==> src/rtl/nmk112_bank.sv <==
// Sample-ROM bank mapper for one ADPCM voice chip: four 4-bit bank registers
// map the chip's 18-bit sample address into the shared 21-bit PCM ROM space.
module nmk112_bank #(
  parameter logic [20:0] ROM_OFFS     = 21'h000000,
  parameter int          TABLE_PAGING = 1
) (
  input  logic        CLK,
  input  logic        RESET_N,
  input  logic [2:0]  OFFSET,
  input  logic [7:0]  DATA,
  input  logic [17:0] REQ_ADDR,
  output logic [20:0] REQ_DATA_ADDR
);

  logic [3:0]  bank_r [4];
  logic [10:0] prev_r;
  logic [10:0] port_s;
  logic        write_s;
  logic [1:0]  sel_s;
  logic [3:0]  page_s;
  logic [20:0] mapped_s;

  // Write detection: the CPU port has no strobe, so any change of {OFFSET,DATA} is a write.
  always_comb begin
    port_s  = {OFFSET, DATA};
    write_s = (port_s != prev_r);
  end

  // Page select: the phrase table below 0x400 is paged in 0x100 slices when enabled.
  always_comb begin
    sel_s = REQ_ADDR[17:16];
    if ((TABLE_PAGING != 0) && (REQ_ADDR < 18'h00400)) begin
      sel_s = REQ_ADDR[9:8];
    end else begin
      sel_s = REQ_ADDR[17:16];
    end
  end

  // Bank lookup and final address; the add wraps silently at 21 bits.
  always_comb begin
    page_s = 4'h0;
    case (sel_s)
      2'd0:    page_s = bank_r[0];
      2'd1:    page_s = bank_r[1];
      2'd2:    page_s = bank_r[2];
      2'd3:    page_s = bank_r[3];
      default: page_s = 4'h0;
    endcase
    mapped_s = ROM_OFFS + {1'b0, page_s, REQ_ADDR[15:0]};
  end

  // Bank registers, previous-sample register and registered output address.
  always_ff @(posedge CLK) begin
    if (!RESET_N) begin
      bank_r[0]     <= 4'd0;
      bank_r[1]     <= 4'd1;
      bank_r[2]     <= 4'd2;
      bank_r[3]     <= 4'd3;
      prev_r        <= 11'h000;
      REQ_DATA_ADDR <= ROM_OFFS;
    end else begin
      prev_r        <= port_s;
      // The output uses the banks as they were before this edge's write.
      REQ_DATA_ADDR <= mapped_s;
      if (write_s) begin
        if (OFFSET[1]) begin
          bank_r[2] <= DATA[3:0];
          bank_r[3] <= DATA[7:4];
        end else begin
          bank_r[0] <= DATA[3:0];
          bank_r[1] <= DATA[7:4];
        end
      end
    end
  end

endmodule

==> config.mk <==
export PLATFORM = sky130hd
export DESIGN_NAME = nmk112_bank
export DESIGN_NICKNAME = d
export VERILOG_FILES = /design/src/rtl/nmk112_bank.sv
export SDC_FILE = /design/constraint.sdc
export NUM_CORES = 1
export LEC_CHECK = 0
export BUFFER_PORTS_ARGS = -buffer_cell sky130_fd_sc_hd__buf_2
export CORE_AREA = 2 2 61 63
export DETAILED_ROUTE_END_ITERATION = 7
export DIE_AREA = 0 0 63 65
export HOLD_SLACK_MARGIN = 0.06
export PLACE_DENSITY = 0.8
export SETUP_SLACK_MARGIN = 0.05
export SYNTH_ARGS = -nofsm -noshare
export SYNTH_HDL_FRONTEND = slang
export SYNTH_SLANG_ARGS = --single-unit
==> constraint.sdc <==
create_clock -name CLK -period 3.29 [get_ports CLK]
set_input_delay 0.4935 -clock CLK [delete_from_list [all_inputs] [get_ports CLK]]
set_output_delay 0.4935 -clock CLK [all_outputs]
set_load 0.005 [all_outputs]
==> results.toml, run 1 <==
[timing]
finalSetupViolations = 0
max_freq_ghz = 0.438
worst_clock_skew_ns = 0.00773
tns_ns = 0
slew_headroom_pct = 33.2
period_share_pct = 69.4
finalHoldViolCount = 0
timing.final.crit_period_ns = 2.28
worst_pin_slew_ns = 0.992
rsz0062_at_grt = "no"
holdWs_ns = 0.322
report.final.slew_viol_count = 0

[clocking]
root_buffer = "clkbuf_4"
htree_levels = 2
ctsResizeCount = 0
cts_buffer_depth = 2
cts_buffers = 5
cts.clk_slew.worst_paths_ns = 0.14
post-cts-setup-buffers = 0
cts_tree = "done"
clk_latency_ns = 0.36
cts_hold_buf = 0
cts.sinks = 47

[global_routing]
grt_pass1_vias = 1180
grt_pass1_wl_um = 5310
grt.total_usage_pct = 17.4
grt_max_degree = 38
overflow = 0
antenna_found_initial = 0

[synthesis]
synth_edf_count = 16
yosysTopAreaCellShare_pct = 34.7
syn_nets = 172
avgSynthCellArea_um2 = 12.7
async_reset_ff_share_pct = 0
syn_inst = 141
yosysUniqueCellTypes = 27
yosysTopAreaCell = "dfxtp_1"
synth_seq_cells = 47
ys.flop_type = "dfxtp_1"
yosysWarnings = 0
syn_area_um2 = 1790
seq_area_frac_synth_pct = 61.6
synth_area_leaders = "dfxtp_1 35%, edfxtp_1 27%, and2_1 8.4%, xnor2_1 5.4%, nor3b_1 3.4%"

[worst_setup_path]
rrSetupSlack_ns = 1.01
slowest_stage = "nor3_2"
cp_slowest_stage_delay_ns = 0.74
cp-startpoint = "prev_r[4]"
r2r_cells = 4
reg2reg_to = "bank_r[0][2]"
worstSetupPathType = "flip-flop to flip-flop"
required_ns = 3.28
rr_startpoint = "prev_r[4]"
path_max_fanout = 18
end_kind = "flip-flop"
cp.arrival_ns = 2.28
start_kind = "flip-flop"
crit_end = "bank_r[0][2]"
critPathBufInv = 0
crit_family = "simple AND/OR/NAND/NOR gates"
path_cells = "xnor2_1 -> nand4_1 -> nor3_2 -> o21ai_0"
crit_cells = 4

[power_and_ir_drop]
seq_power_share_pct = 57.5
p_int_mw = 0.879
p_leak_nw = 0.898
p_sw_mw = 0.251
pwr-share-clk_pct = 32.8
swShare_pct = 22.2
p_per_area_nw_per_um2 = 523
irDropWorstVdd_v = 0.000343
power_frac_comb_pct = 9.7
fin_total_pwr_mw = 1.13

[detailed_routing]
wirelength_um = 3140
drc = 0
antenna_left = 0
routedWlPerCell_um = 13.0
drt_iter0_drc = 35
firstDrtPassIters = 4
via_per_inst = 4.95
via_count = 1192

[placement]
place_congestion = 0.830
io_buffers = 50
dp_hpwl_um = 2320

[floorplanning]
coreArea_um2 = 3500
row_count = 22
io_pins = 52
initial_core_util_pct = 51.1
dieArea_um2 = 4100
die_h_um = 65
die_width_um = 63

[hold_path]
hp-class = "input port to flip-flop"

[run]
cap_violations = 0

[status]
status = "finished clean"

[cells_and_area]
fillerInstances = 302
drive_above_1_share_pct = 34.7
fin_nets = 223
antenna_cells = 0
syn2layout_area_growth_pct = 20.9
fin_util_pct = 61.8
[cells by family after synthesis]
group	after synthesis	synth area share (%)
compound gates	13	7.21
xor+xnor	11	5.39
buf+inv	11	2.59
flops	47	61.6
mux	4	2.52
other cells	1	0.210
simple gates	54	20.5
[how the worst min path moves through the flow]
stage / from / to / cells past startpoint
floorplan: bank_r[1][0] / REQ_DATA_ADDR[16] / 1
global placement: bank_r[1][0] / REQ_DATA_ADDR[16] / 1
detailed placement: bank_r[1][3] / REQ_DATA_ADDR[19] / 1
CTS: REQ_ADDR[3] / REQ_DATA_ADDR[3] / 2
global route: REQ_ADDR[6] / REQ_DATA_ADDR[6] / 2
finish: REQ_ADDR[3] / REQ_DATA_ADDR[3] / 2
[sequential cells by signal, indices dropped and copies added, names as in the netlist]
register	count
bank_r	16
prev_r	11
REQ_DATA_ADDR	20
[placed cells by master (no fill, tap or decap), types with 2 or more instances in the layout]
master,count
dfxtp_1,31
edfxtp_1,16
o21ai_0,2
nand2_1,2
inv_1,5
clkbuf_4,5
mux2_1,4
o221a_1,4
a21boi_0,4
or4b_2,4
buf_2,50
xnor2_1,11
nor3b_1,8
and2_1,24
nand4_1,2
nor3_1,8
[cell usage after synthesis (all sizes together) (4+ instances only)]
cell / n
nor3: 9
edfxtp: 16
dfxtp: 31
inv: 5
and2: 25
clkbuf: 4
xnor2: 11
nor3b: 8
mux2: 4
or4b: 4
o221a: 4
a21boi: 4
[power by group through the flow]
| stage | logic (mW) | registers, mW | clock network [mW] |
|---|---|---|---|
| after global placement | 0.107 | 0.662 | 0 |
| final | 0.110 | 0.650 | 0.371 |
| after CTS | 0.112 | 0.650 | 0.381 |
| after global routing | 0.123 | 0.654 | 0.409 |
| after floorplan | 0.0587 | 0.663 | 0 |
| after detailed placement | 0.111 | 0.663 | 0 |
[per-stage QoR]
step | area [um^2] | setup WS [ns] | cells
detailed placement | 2070 | 0.728 | 233
finish | 2160 | 1.01 | 241
floorplan | 1790 | 1.50 | 141
global placement | 2070 | 0.885 | 233
CTS | 2160 | 1.00 | 241
global route | 2160 | 0.791 | 241
[area by class of cell]
class	instances	area (um^2)	share of cell area (%)
Clock buffer	6	51.3	2.37
Clock inverter	2	38.8	1.80
Inverter	5	18.8	0.869
Multi-Input combinational cell	83	641	29.6
Sequential cell	47	1100	51.0
Tap cell	48	60.1	2.78
Timing Repair Buffer	50	250	11.6
[layer usage]
metal / wire length, um / GRT usage (%) / up-vias
li1: - / - / 596
met5: 0 / 0 / -
met4: 61 / 8.33 / 0
met3: 253 / 6.60 / 7
met1: 1280 / 19.7 / 544
met2: 1540 / 29.0 / 45
Note: power is estimated with default switching activity, not from simulation.
==> run 2, diff against run 1 <==
--- a/config.mk
+++ b/config.mk
@@ -6,11 +6,11 @@
 export NUM_CORES = 1
 export LEC_CHECK = 0
 export BUFFER_PORTS_ARGS = -buffer_cell sky130_fd_sc_hd__buf_2
-export CORE_AREA = 2 2 61 63
+export CORE_AREA = 2 2 67 69
 export DETAILED_ROUTE_END_ITERATION = 7
-export DIE_AREA = 0 0 63 65
+export DIE_AREA = 0 0 69 71
 export HOLD_SLACK_MARGIN = 0.06
-export PLACE_DENSITY = 0.8
+export PLACE_DENSITY = 0.71
 export SETUP_SLACK_MARGIN = 0.05
 export SYNTH_ARGS = -nofsm -noshare
 export SYNTH_HDL_FRONTEND = slang
==> constraint.sdc (replaced) <==
create_clock -name CLK -period 2.06 [get_ports CLK]
set_input_delay 0.309 -clock CLK [delete_from_list [all_inputs] [get_ports CLK]]
set_output_delay 0.309 -clock CLK [all_outputs]
set_load 0.005 [all_outputs]
==> results.toml, run 2 (synthesized netlist as in run 1, its figures left out) <==
[power_and_ir_drop]
swShare_pct = 23.0
seq_power_share_pct = 59.0
p_per_area_nw_per_um2 = 798
irDropWorstVdd_v = 0.000455
p_sw_mw = 0.404
p_int_mw = 1.35
power_frac_comb_pct = 10.4
p_leak_nw = 0.915
pwr-share-clk_pct = 30.6

[cells_and_area]
fillerInstances = 375
drive_above_1_share_pct = 35.9
syn2layout_area_growth_pct = 23.2
most-common-layout-cells = "50 x buf_2, 31 x dfxtp_1, 24 x and2_1, 16 x edfxtp_1, 11 x xnor2_1"
regMostFlops = "REQ_DATA_ADDR"
fin_nets = 228
fin_util_pct = 52.4
final_common_cell = "buf_2"
largest_reg_flops = 20
antenna_cells = 0
top_regs = "REQ_DATA_ADDR (20), bank_r (16), prev_r (11)"

[timing]
max_freq_ghz = 0.584
rsz0062_at_grt = "no"
worst_clock_skew_ns = 0.00892
timing.final.crit_period_ns = 1.71
holdWs_ns = 0.214
finalHoldViolCount = 0
tns_ns = 0
report.final.slew_viol_count = 0
finalSetupViolations = 0
period_share_pct = 83.2

[global_routing]
antenna_found_initial = 0
grt_pass1_vias = 1167
grt.total_usage_pct = 14.2
grt_max_degree = 24
overflow = 0
grt_pass1_wl_um = 5360

[placement]
place_congestion = 0.773
dp_hpwl_um = 2360
io_buffers = 50

[floorplanning]
io_pins = 52
coreArea_um2 = 4200
initial_core_util_pct = 42.5
die_h_um = 71
row_count = 24
dieArea_um2 = 4900
die_width_um = 69

[clocking]
cts.clk_slew.worst_paths_ns = 0.09
post-cts-setup-buffers = 0
htree_levels = 2
ctsResizeCount = 0
cts_buffer_depth = 2
cts_tree = "done"
cts_buffers = 5
clk_latency_ns = 0.29
cts.sinks = 47
root_buffer = "clkbuf_8"
cts_hold_buf = 0

[worst_setup_path]
end_kind = "flip-flop"
worstSetupPathType = "flip-flop to flip-flop"
cp.arrival_ns = 1.73
cp_slowest_stage_delay_ns = 0.62
rrSetupSlack_ns = 0.35
start_kind = "flip-flop"
rr_startpoint = "prev_r[7]"
required_ns = 2.08
path_max_fanout = 16
path_cells = "xnor2_1 -> nand4_1 -> nor3_2 -> buf_4 -> or4b_2"
cp-startpoint = "prev_r[7]"
slowest_stage = "or4b_2"

[detailed_routing]
via_per_inst = 4.68
routedWlPerCell_um = 12.5
via_count = 1169
drt_iter0_drc = 41
wirelength_um = 3130
antenna_left = 0
drc = 0
firstDrtPassIters = 4

[status]
status = "finished clean"

[hold_path]
hp-start = "REQ_ADDR[1]"
hp-class = "input port to flip-flop"

[run]
cap_violations = 0
## run 2: cell types whose count changed in the layout (fill, tap and decap cells not counted)
cell        delta
buf_4          +5
clkbuf_4       -5
clkinvlp_4     +1
clkinv_4       +1
clkbuf_8       +4
inv_6          -1
clkinv_1       +1
bufinv_16      -1
## run 2: final cells by class
cell class / count / area [um^2] / area share (%)
Clock buffer: 5 / 68.8 / 3.13
Clock inverter: 3 / 20.0 / 0.909
Inverter: 5 / 18.8 / 0.852
Multi-Input combinational cell: 83 / 641 / 29.1
Sequential cell: 47 / 1100 / 50.0
Tap cell: 52 / 65.1 / 2.95
Timing Repair Buffer: 55 / 288 / 13.1
## run 2: final timing paths
path	end	depth (start not counted)
setup reg to reg	bank_r[1][0]	5
hold / removal	REQ_DATA_ADDR[1]	2
setup / recovery	bank_r[1][0]	5
hold reg to reg	REQ_DATA_ADDR[17]	1
## run 2: power by group through the flow
stage / combinational, mW / sequential [mW] / clock [mW]
after CTS: 0.185 / 1.04 / 0.560
after detailed placement: 0.184 / 1.06 / 0
after global routing: 0.203 / 1.04 / 0.611
after global placement: 0.183 / 1.06 / 0
final: 0.182 / 1.04 / 0.538
after floorplan: 0.0938 / 1.06 / 0
## run 2: per-layer routing
metal	share of wire [%]	global-route usage, %
met2	46	22.3
met3	6.5	5.13
met1	46	17.3
met4	1.3	7.19
met5	0	0
## run 2: through the flow
| stage | instances | power, mW | cell area [um^2] | setup WS [ns] |
|---|---|---|---|---|
| 5_1_grt | 250 | 1.86 | 2200 | 0.290 |
| 3_3_place_gp | 242 | 1.24 | 2110 | 0.251 |
| 2_1_floorplan | 141 | 1.15 | 1790 | 0.453 |
| 4_1_cts | 250 | 1.78 | 2200 | 0.354 |
| 3_5_place_dp | 242 | 1.24 | 2110 | 0.245 |
| 6_report | 250 | 1.76 | 2200 | 0.346 |
## run 2: critical path: cells and delay by family, from the launching register on
family	cells	cell delay [ns]
buffers and inverters	1	0.18
DFF	1	0.32
xor gates and xnor gates	1	0.12
and+or+nand+nor	3	0.82
